## src/rtl/bbox_pkg.sv

```systemverilog
// Shared types and constants for the bounding-box extractor and raster helpers.
// Holds coordinate/count widths, the accumulator reset value, the box record and FSM states.
// half_sum() is the floor midpoint used for box centres and temporal smoothing.
package bbox_pkg;

  localparam int COORD_W = 10;
  localparam int CNT_W   = 19;

  // Cleared min accumulators start at the top of the range so the first
  // flagged pixel always wins the compare.
  localparam logic [COORD_W-1:0] COORD_INIT_MIN = 10'h3FF;

  typedef struct packed {
    logic [COORD_W-1:0] x;
    logic [COORD_W-1:0] y;
    logic [COORD_W-1:0] width;
    logic [COORD_W-1:0] height;
    logic               found;
  } box_t;

  typedef enum logic [1:0] {
    IDLE = 2'd0,
    CALC = 2'd1,
    OUT  = 2'd2
  } state_t;

  // (a + b) >> 1 with an 11-bit intermediate so the carry is not lost.
  function automatic logic [COORD_W-1:0] half_sum(input logic [COORD_W-1:0] a,
                                                  input logic [COORD_W-1:0] b);
    logic [COORD_W:0] s;
    s = {1'b0, a} + {1'b0, b};
    return s[COORD_W:1];
  endfunction

endpackage

```

## src/rtl/raster_pos_counter.sv

```systemverilog
// Raster position tracker: column/row of the pixel currently on the input, plus end-of-frame.
// Latency: col/row/eof are combinational for the presented pixel; the position state is registered.
// Backpressure: none; advances only on in_valid, in_sof forces the current pixel to (0,0).
// Ports: clk, reset (sync, active-high); in_valid, in_sof -> col, row (current pixel), eof
// (in_valid pixel at the last column of the last row).
module raster_pos_counter
  import bbox_pkg::*;
#(
  parameter int IMG_WIDTH  = 768,
  parameter int IMG_HEIGHT = 576
) (
  input  logic               clk,
  input  logic               reset,
  input  logic               in_valid,
  input  logic               in_sof,
  output logic [COORD_W-1:0] col,
  output logic [COORD_W-1:0] row,
  output logic               eof
);

  localparam logic [COORD_W-1:0] LAST_COL = COORD_W'(IMG_WIDTH - 1);
  localparam logic [COORD_W-1:0] LAST_ROW = COORD_W'(IMG_HEIGHT - 1);

  logic [COORD_W-1:0] col_q;
  logic [COORD_W-1:0] row_q;
  logic               sof;

  // A qualified start-of-frame overrides the stored position for this pixel,
  // so the pixel itself is treated as (0,0) and the count continues from there.
  assign sof = in_valid & in_sof;
  assign col = sof ? '0 : col_q;
  assign row = sof ? '0 : row_q;
  assign eof = in_valid && (col == LAST_COL) && (row == LAST_ROW);

  always_ff @(posedge clk) begin
    if (reset) begin
      col_q <= '0;
      row_q <= '0;
    end else if (in_valid) begin
      if (col == LAST_COL) begin
        col_q <= '0;
        row_q <= (row == LAST_ROW) ? '0 : row + 1'b1;
      end else begin
        col_q <= col + 1'b1;
        row_q <= row;
      end
    end
  end

endmodule

```

## src/rtl/bbox_extract.sv

```systemverilog
// Per-frame bounding box of flagged pixels: centre x/y and width/height for the overlay stage.
// Latency: box_valid pulses 2 cycles after the end-of-frame pixel; next frame accumulates meanwhile.
// Backpressure: none; input is a free-running pixel strobe and box_valid is a one-cycle pulse.
// Ports: clk, reset (sync, active-high); in_valid/in_sof/in_mask pixel stream in;
// x, y, width, height, box_found, box_valid out.
// Build option: define BBOX_SMOOTH_EN for a 2-tap temporal average of consecutive found boxes.
module bbox_extract
  import bbox_pkg::*;
#(
  parameter int IMG_WIDTH  = 768,
  parameter int IMG_HEIGHT = 576,
  parameter int MIN_PIXELS = 64
) (
  input  logic               clk,
  input  logic               reset,
  input  logic               in_valid,
  input  logic               in_sof,
  input  logic               in_mask,
  output logic [COORD_W-1:0] x,
  output logic [COORD_W-1:0] y,
  output logic [COORD_W-1:0] width,
  output logic [COORD_W-1:0] height,
  output logic               box_found,
  output logic               box_valid
);

  logic [COORD_W-1:0] col, row;
  logic               eof;

  raster_pos_counter #(
    .IMG_WIDTH (IMG_WIDTH),
    .IMG_HEIGHT(IMG_HEIGHT)
  ) u_pos (
    .clk     (clk),
    .reset   (reset),
    .in_valid(in_valid),
    .in_sof  (in_sof),
    .col     (col),
    .row     (row),
    .eof     (eof)
  );

  // Running accumulators and the end-of-frame snapshot.
  logic [COORD_W-1:0] min_x, max_x, min_y, max_y;
  logic [CNT_W-1:0]   cnt;
  logic [COORD_W-1:0] s_min_x, s_max_x, s_min_y, s_max_y;
  logic [CNT_W-1:0]   s_cnt;

  // Accumulator values including the current pixel. A start-of-frame pixel
  // starts from cleared values, which drops any partial frame.
  logic [COORD_W-1:0] n_min_x, n_max_x, n_min_y, n_max_y;
  logic [CNT_W-1:0]   n_cnt;

  always_comb begin
    if (in_valid && in_sof) begin
      n_min_x = COORD_INIT_MIN;
      n_max_x = '0;
      n_min_y = COORD_INIT_MIN;
      n_max_y = '0;
      n_cnt   = '0;
    end else begin
      n_min_x = min_x;
      n_max_x = max_x;
      n_min_y = min_y;
      n_max_y = max_y;
      n_cnt   = cnt;
    end
    if (in_valid && in_mask) begin
      if (col < n_min_x) n_min_x = col;
      if (col > n_max_x) n_max_x = col;
      if (row < n_min_y) n_min_y = row;
      if (row > n_max_y) n_max_y = row;
      if (n_cnt != '1) n_cnt = n_cnt + 1'b1;
    end
  end

  always_ff @(posedge clk) begin
    if (reset) begin
      min_x   <= COORD_INIT_MIN;
      max_x   <= '0;
      min_y   <= COORD_INIT_MIN;
      max_y   <= '0;
      cnt     <= '0;
      s_min_x <= COORD_INIT_MIN;
      s_max_x <= '0;
      s_min_y <= COORD_INIT_MIN;
      s_max_y <= '0;
      s_cnt   <= '0;
    end else if (eof) begin
      // Snapshot includes the final pixel; accumulators clear so the next
      // frame's first pixel can land on the very next cycle.
      s_min_x <= n_min_x;
      s_max_x <= n_max_x;
      s_min_y <= n_min_y;
      s_max_y <= n_max_y;
      s_cnt   <= n_cnt;
      min_x   <= COORD_INIT_MIN;
      max_x   <= '0;
      min_y   <= COORD_INIT_MIN;
      max_y   <= '0;
      cnt     <= '0;
    end else if (in_valid) begin
      min_x <= n_min_x;
      max_x <= n_max_x;
      min_y <= n_min_y;
      max_y <= n_max_y;
      cnt   <= n_cnt;
    end
  end

  // Box derived from the snapshot; only meaningful while in CALC.
  box_t calc_box, new_box;

  always_comb begin
    calc_box.x      = half_sum(s_min_x, s_max_x);
    calc_box.y      = half_sum(s_min_y, s_max_y);
    calc_box.width  = s_max_x - s_min_x;
    calc_box.height = s_max_y - s_min_y;
    calc_box.found  = (s_cnt >= CNT_W'(MIN_PIXELS));
  end

`ifdef BBOX_SMOOTH_EN
  // Average with the previous published box only when that box was a
  // detection; otherwise the new box loads directly.
  always_comb begin
    new_box = calc_box;
    if (box_found) begin
      new_box.x      = half_sum(x, calc_box.x);
      new_box.y      = half_sum(y, calc_box.y);
      new_box.width  = half_sum(width, calc_box.width);
      new_box.height = half_sum(height, calc_box.height);
    end
  end
`else
  assign new_box = calc_box;
`endif

  state_t state;

  // Outputs are loaded on the CALC->OUT edge so they and box_valid are
  // presented together for the single OUT cycle.
  always_ff @(posedge clk) begin
    if (reset) begin
      state     <= IDLE;
      x         <= '0;
      y         <= '0;
      width     <= '0;
      height    <= '0;
      box_found <= 1'b0;
      box_valid <= 1'b0;
    end else begin
      box_valid <= 1'b0;
      case (state)
        IDLE: if (eof) state <= CALC;
        CALC: begin
          state     <= OUT;
          box_valid <= 1'b1;
          box_found <= new_box.found;
          if (new_box.found) begin
            x      <= new_box.x;
            y      <= new_box.y;
            width  <= new_box.width;
            height <= new_box.height;
          end
        end
        OUT:     state <= IDLE;
        default: state <= IDLE;
      endcase
    end
  end

endmodule

```

## config.mk

```make
export PLATFORM = sky130hd
export DESIGN_NAME = bbox_extract
export DESIGN_NICKNAME = d
export VERILOG_FILES = /design/src/rtl/bbox_pkg.sv /design/src/rtl/raster_pos_counter.sv /design/src/rtl/bbox_extract.sv
export SDC_FILE = /design/constraint.sdc
export NUM_CORES = 1
export LEC_CHECK = 0
export CAP_MARGIN = 10
export CELL_PAD_IN_SITES_DETAIL_PLACEMENT = 0
export CELL_PAD_IN_SITES_GLOBAL_PLACEMENT = 2
export CORE_ASPECT_RATIO = 0.5
export CORE_MARGIN = 10
export CORE_UTILIZATION = 40
export DETAILED_ROUTE_END_ITERATION = 16
export GPL_TIMING_DRIVEN = 0
export PLACE_DENSITY = 0.87
export RECOVER_POWER = 25
export SKIP_CTS_REPAIR_TIMING = 1
export SYNTH_ARGS = -nofsm -noshare
export SYNTH_HDL_FRONTEND = slang
export SYNTH_SLANG_ARGS = --single-unit
```

## constraint.sdc

```tcl
create_clock -name clk -period 6.85 [get_ports clk]
set_clock_uncertainty 0.2 [all_clocks]
set_input_delay 1.0275 -clock clk [delete_from_list [all_inputs] [get_ports clk]]
set_output_delay 1.0275 -clock clk [all_outputs]
set_load 0.01 [all_outputs]
```

# Word-level counts from Yosys, hierarchy flattened
# Cells that the tools add are included.
[word_totals]
wordCells = 67
reg_bits = 182
out_inout_bits = 42
[op_classes]
n_bitwise = 1
reduce_logical = 7
add_sub_neg = 7
mux = 23
magnitude_cmp = 5
eq_ne = 5
[op_table]
columns = ["operator", "n"]
rows = [
  ["10-bit two-way mux", 17],
  ["19-bit two-way mux", 3],
  ["10-bit by 10-bit adder with 11-bit output", 2],
  ["10-bit by 1-bit adder with 10-bit output, second input constant", 2],
  ["10-bit == test, second input constant", 2],
  ["10-bit > comparator", 2],
  ["10-bit less-than comparator", 2],
  ["10-bit subtractor", 2],
  ["19-bit by 1-bit adder with 19-bit output, second input constant", 1],
  ["19-bit by 7-bit >= comparator with 1-bit output, second input constant", 1],
  ["19-bit != test, second input constant", 1],
  ["1-bit logical AND", 4],
  ["2-bit case mux with 2 select lines", 1],
  ["2-bit by 1-bit == test with 1-bit output, second input constant", 1],
  ["2-bit zero test", 1],
  ["2-bit two-way mux", 1],
  ["2-bit != test, second input constant", 1],
  ["2-bit AND reduction", 1],
  ["2-bit OR reduction", 1],
  ["1-bit bitwise AND", 1],
  ["1-bit two-way mux", 1],
]

# Logic depth before layout (Yosys ltp)
[depth]
word_depth = 7
ltp_mapped = 17
mapped_depth_nobuf = 10

# Cells and area by module
# Synthesis repeated with hierarchy kept, for this count alone.
[unflattened]
cells_unflattened = 1151
area_unflattened_um2 = 9755.6
[by_module_without_submodules]
columns = ["module", "cells_per_inst", "area_per_inst_um2", "instances"]
rows = [
  ["bbox_extract", 990, 8529.4, 1],
  ["raster_pos_counter", 161, 1226.2, 1],
]

# Least setup slack after synthesis
# No wires, ideal clock.
[synth_timing]
path_type = "input -> register"
start = "input in_valid"
end = "register min_y[0]"
n_path_buf = 6
stages = 15
setup_time_ns = 0.141
required_ns = 6.509
t_arrival_ns = 4.041
path_slack_ns = 2.468
cell_sequence = "buf_6 and2_0 buf_2 buf_2 buf_1 buf_1 nor2_1 ha_1 a21oi_1 o21ai_0 maj3_1 a211oi_2 clkbuf_1 nand2b_1 nand4_1"
[synth_between]
elab_chain_cells = 6
[synth_lines]
columns = ["element", "line_no", "text"]
rows = [
  ["from (decl)", "bbox_extract.sv:16", "input logic in_valid,"],
  ["parallel branches: the longest is 6 deep, another holds 10-bit less-than comparator", "-", ""],
  ["to (signal assigned)", "bbox_extract.sv:105", "min_y <= n_min_y;"],
  ["to (decl)", "bbox_extract.sv:44", "logic [COORD_W-1:0] min_x, max_x, min_y, max_y;"],
]
# Parallel ways; which one is timed is not known.
# A chain may end at the register's enable or synchronous reset.

# Worst setup path in the final report
[layout_timing]
start = "input in_sof"
end = "register s_min_x[2]"
[layout_between]
elab_chain_cells = 5
[layout_lines]
columns = ["element", "line_no", "text"]
rows = [
  ["from (decl)", "bbox_extract.sv:17", "input logic in_sof,"],
  ["1-bit bitwise AND / 1-bit logical AND (equally long branches)", "raster_pos_counter.sv:30, bbox_extract.sv:55", ""],
  ["10-bit two-way mux (on tied branches)", "raster_pos_counter.sv:31, bbox_extract.sv:55", ""],
  ["10-bit less-than comparator / 10-bit == test (equally long branches)", "bbox_extract.sv:69, raster_pos_counter.sv:33", ""],
  ["10-bit two-way mux / 1-bit logical AND (equally long branches)", "bbox_extract.sv:69, raster_pos_counter.sv:33", ""],
  ["10-bit two-way mux / 1-bit logical AND (equally long branches)", "bbox_extract.sv:68, raster_pos_counter.sv:33", ""],
  ["to (signal assigned)", "bbox_extract.sv:92", "s_min_x <= n_min_x;"],
  ["to (decl)", "bbox_extract.sv:46", "logic [COORD_W-1:0] s_min_x, s_max_x, s_min_y, s_max_y;"],
]
# Several ways; a longest one is shown, not always the timed one.

==> metrics.txt <==
# TYPE chip_impl_metric gauge
chip_impl_metric{name="timing.final.hold_violations",unit=""} 0
chip_impl_metric{name="setup_viol",unit=""} 0
chip_impl_metric{name="worst-r2r-cell-count",unit=""} 9
chip_impl_metric{name="die_width",unit="um"} 246
chip_impl_metric{name="layout-drive-gt1-share",unit="%"} 6.15
chip_impl_metric{name="pre_cts_slack",unit="ns"} 0.119
chip_impl_metric{name="final_cells",unit=""} 1694
chip_impl_metric{name="fp-row-count",unit=""} 41
chip_impl_info{name="cp_cell_sequence",value="clkdlybuf4s50_1 > nand2_2 > buf_2 > clkbuf_1 > clkbuf_1 > and2_1 > ha_1 > nand4b_1 > or3_1 > buf_2 > nor3_4 > nor2_1 > clkbuf_1 > a22oi_1"} 1
chip_impl_metric{name="critPathMaxFanout",unit=""} 10
chip_impl_metric{name="coreArea",unit="sq um"} 25200
chip_impl_info{name="crit_family",value="buffers and inverters"} 1
chip_impl_metric{name="synth_cell_type_count",unit=""} 77
chip_impl_metric{name="timing.fmax",unit="MHz"} 154
chip_impl_metric{name="routed-wl-met2",unit="um"} 14900
chip_impl_metric{name="clk_latency",unit="ns"} 0.46
chip_impl_metric{name="place_inst",unit=""} 1662
chip_impl_metric{name="drv.max_cap_violation_count",unit=""} 0
chip_impl_metric{name="critical_path_required",unit="ns"} 7.02
chip_impl_metric{name="start_util",unit="%"} 40.6
chip_impl_metric{name="routed_wl_per_cell",unit="um"} 22.0
chip_impl_metric{name="routed_wirelength",unit="um"} 37200
chip_impl_metric{name="worst_pin_slew",unit="ns"} 1.15
chip_impl_info{name="holdPathEnd",value="state[0]"} 1
chip_impl_metric{name="h-tree-depth",unit=""} 4
chip_impl_info{name="outcome",value="complete, no violations"} 1
chip_impl_info{name="regToRegEndpoint",value="s_min_x[2]"} 1
chip_impl_metric{name="share_of_synthesized_area_occupied_by_flip_flops_and_latches",unit="%"} 34.5
chip_impl_metric{name="post_synth.cell_area_avg",unit="sq um"} 8.03
chip_impl_metric{name="postLayoutCoreUtil",unit="%"} 46.4
chip_impl_info{name="crit_type",value="primary input to register"} 1
chip_impl_metric{name="gr-usage-all-layers",unit="%"} 22.5
chip_impl_metric{name="hold_depth",unit=""} 1
chip_impl_metric{name="max-slew-margin-rel",unit="%"} 22.4
chip_impl_info{name="clk_root_buffer_cell",value="sky130_fd_sc_hd__clkbuf_16"} 1
chip_impl_metric{name="cts-buffers-inserted",unit=""} 17
chip_impl_info{name="crit_start",value="in_sof"} 1
chip_impl_metric{name="drc",unit=""} 0
chip_impl_metric{name="dpl.hpwl",unit="um"} 28300
chip_impl_metric{name="critPathBufInv",unit=""} 6
chip_impl_metric{name="period_share",unit="%"} 94.8
chip_impl_metric{name="totalPowerFinal",unit="mW"} 2.19
chip_impl_metric{name="netlist.area_leader.share",unit="%"} 34.5
chip_impl_metric{name="route.layer.met1.wl",unit="um"} 18100
chip_impl_metric{name="final_nets",unit=""} 1417
chip_impl_metric{name="layout_min_cycle_time",unit="ns"} 6.49
chip_impl_metric{name="die-height",unit="um"} 133
chip_impl_info{name="synth_top_area_cell",value="sky130_fd_sc_hd__dfxtp_1"} 1
chip_impl_metric{name="power.leakage",unit="nW"} 4.50
chip_impl_metric{name="place.gp.congestion",unit=""} 0.905
chip_impl_info{name="cpMostUsedCell",value="sky130_fd_sc_hd__clkbuf_1"} 1
chip_impl_metric{name="grt-ovfl-total",unit=""} 0
chip_impl_metric{name="antenna_violating_nets_post_route",unit=""} 0
chip_impl_metric{name="antenna_violations_before_repair",unit=""} 1
chip_impl_info{name="highest_layer",value="met4"} 1
chip_impl_metric{name="route.detailed.vias_per_inst",unit=""} 5.82
chip_impl_metric{name="report.final.slew_viol_count",unit=""} 0
chip_impl_metric{name="fillCellCount",unit=""} 2540
chip_impl_metric{name="post_dp_cell_area",unit="sq um"} 11100
chip_impl_metric{name="vdd_drop_max",unit="mV"} 0.154
chip_impl_metric{name="whs",unit="ns"} 0.209
chip_impl_metric{name="postLayoutSetupSlackWorst",unit="ns"} 0.359
chip_impl_metric{name="fin_tns_setup",unit="ns"} 0
chip_impl_metric{name="die-area",unit="sq um"} 32700
chip_impl_metric{name="register_clock_pin_slew_on_the_reported_worst_setup_and_hold_paths",unit="ns"} 0.07
chip_impl_metric{name="first_global_vias",unit=""} 9147
chip_impl_metric{name="routed-wl-met3",unit="um"} 3510
chip_impl_metric{name="cts-root-to-sink-buffers",unit=""} 2
chip_impl_metric{name="num_antenna_cells",unit=""} 0
chip_impl_metric{name="netlist_area",unit="sq um"} 10200
chip_impl_metric{name="flow.area_growth_from_synthesis",unit="%"} 14.4
chip_impl_metric{name="grt_start_max_net_pins",unit=""} 18
chip_impl_metric{name="post_synth_inst_count",unit=""} 1273
chip_impl_metric{name="dr.pass1.iters",unit=""} 5
chip_impl_metric{name="critPathArrivalTime",unit="ns"} 6.66
chip_impl_metric{name="dr.first_iter.drc_count",unit=""} 947
chip_impl_info{name="hold_crit_path_type",value="register to register"} 1
chip_impl_metric{name="synth_edf_count",unit=""} 0
chip_impl_info{name="timing.hold.worst.start",value="state[1]"} 1
chip_impl_info{name="cts_tree",value="yes"} 1
chip_impl_metric{name="cts.sink_count",unit=""} 176
chip_impl_info{name="cp-start-kind",value="primary input"} 1
chip_impl_metric{name="port_buffers",unit=""} 45
chip_impl_metric{name="post-route-cell-area",unit="sq um"} 11700
chip_impl_metric{name="detailroute.via_count",unit=""} 9865
chip_impl_metric{name="async_flop_share",unit="%"} 0
chip_impl_metric{name="slowest_delay",unit="ns"} 0.71
chip_impl_info{name="synth.area.top_cells",value="sky130_fd_sc_hd__dfxtp_1 (34%), sky130_fd_sc_hd__ha_1 (8.7%), sky130_fd_sc_hd__a21oi_1 (4.9%)"} 1
chip_impl_info{name="crit_path_top_delay_cell",value="sky130_fd_sc_hd__clkbuf_1"} 1
chip_impl_info{name="unrepaired_setup_endpoints_after_global_routing",value="false"} 1
chip_impl_metric{name="critical_path_depth",unit=""} 14
chip_impl_info{name="r2r-start",value="u_pos.col_q[1]"} 1
chip_impl_metric{name="postSynthNetCount",unit=""} 1353
chip_impl_metric{name="synth-seq-cells",unit=""} 176
chip_impl_info{name="setup.worst_path.end_class",value="register"} 1
chip_impl_metric{name="ioPinCount",unit=""} 47
chip_impl_metric{name="power.density_cell_area",unit="nW/um^2"} 187
chip_impl_metric{name="worst-r2r-setup-slack",unit="ns"} 3.20
chip_impl_metric{name="yosysWarningCount",unit=""} 0
chip_impl_info{name="main_synth_ff_type",value="sky130_fd_sc_hd__dfxtp_1"} 1
chip_impl_metric{name="grt_first_pass_wirelength",unit="um"} 56300
sequential cells by signal, indices dropped and copies added, names as in the netlist:
signal and flops:
cnt 19, s_cnt 13, height 10, max_x 10, max_y 10, min_x 10, min_y 10, s_max_x 10
s_max_y 10, s_min_x 10, s_min_y 10, u_pos.col_q 10, u_pos.row_q 10, width 10, x 10, y 10
state 2, box_found 1, box_valid 1
report_power, final:
| group | switching [mW] | internal, mW | leakage (nW) |
|---|---|---|---|
| sequential | 0.00845 | 1.03 | 1.42 |
| clock | 0.481 | 0.524 | 0.289 |
| combinational | 0.107 | 0.0329 | 2.79 |
metal layers:
layer | vias to the layer above | GRT usage (%)
met5 | - | 0
met4 | 0 | 6.89
met2 | 365 | 32.1
li1 | 4736 | -
met3 | 54 | 5.97
met1 | 4710 | 32.1
synthesized netlist by cell type, drive strengths merged (4+ instances only):
cell and n:
a211o 6, a311oi 4, nor4 12, a211oi 29
mux2i 7, a21boi 5, and3 20, xor2 10
a21o 11, nand2b 19, a21oi 102, a311o 4
inv 54, nor3 46, o21a 9, o21bai 5
fa 4, and2 25, nor2b 14, a32oi 10
dfxtp 176, nand3b 13, clkbuf 59, o211ai 12
nand4 19, o31a 4, a22oi 9, a31oi 32
xnor2 19, or4 5, nand2 97, o21ai 88
or3 14, ha 71, and4 4, buf 30
nor2 104, or2 12, o31ai 5, nand3 64
cells in the final DEF (no fill, tap or decap), drive strengths merged, types with 20 or more instances in the layout:
cell | Yosys | routed
dfxtp | 176 | 176
nor2 | 104 | 104
a21oi | 102 | 102
nand2 | 97 | 97
o21ai | 88 | 88
clkbuf | 59 | 77
ha | 71 | 71
nand3 | 64 | 64
inv | 54 | 61
nor3 | 46 | 46
dlygate4sd3 | 0 | 43
a31oi | 32 | 32
buf | 30 | 30
a211oi | 29 | 29
and2 | 25 | 25
and3 | 20 | 20
layout make-up:
cell class                      instances  area (sq um)  share of cell area, %
Tap cell                              344           430                   3.68
Buffer                                 89           392                   3.35
Sequential cell                       176          3520                   30.1
Clock buffer                           18           439                   3.76
Inverter                               55           206                   1.77
Timing Repair Buffer                   45           450                   3.85
Clock inverter                         14           148                   1.26
Multi-Input combinational cell        953          6100                   52.2
logic make-up after synthesis:
| family | Yosys count | synth area share [%] |
|---|---|---|
| compound gates | 367 | 22.9 |
| xor+xnor | 29 | 2.48 |
| fa+ha+maj | 76 | 9.57 |
| buf+inv | 144 | 5.85 |
| flops | 176 | 34.5 |
| mux | 7 | 0.686 |
| simple gates | 474 | 24.0 |
worst max-delay path by stage:
stage,to
floorplan,min_y[0]
global placement,s_min_x[2]
detailed placement,s_min_x[2]
CTS,s_min_x[2]
global route,s_min_y[3]
finish,s_min_x[2]
(Power assumes the default switching activity.)
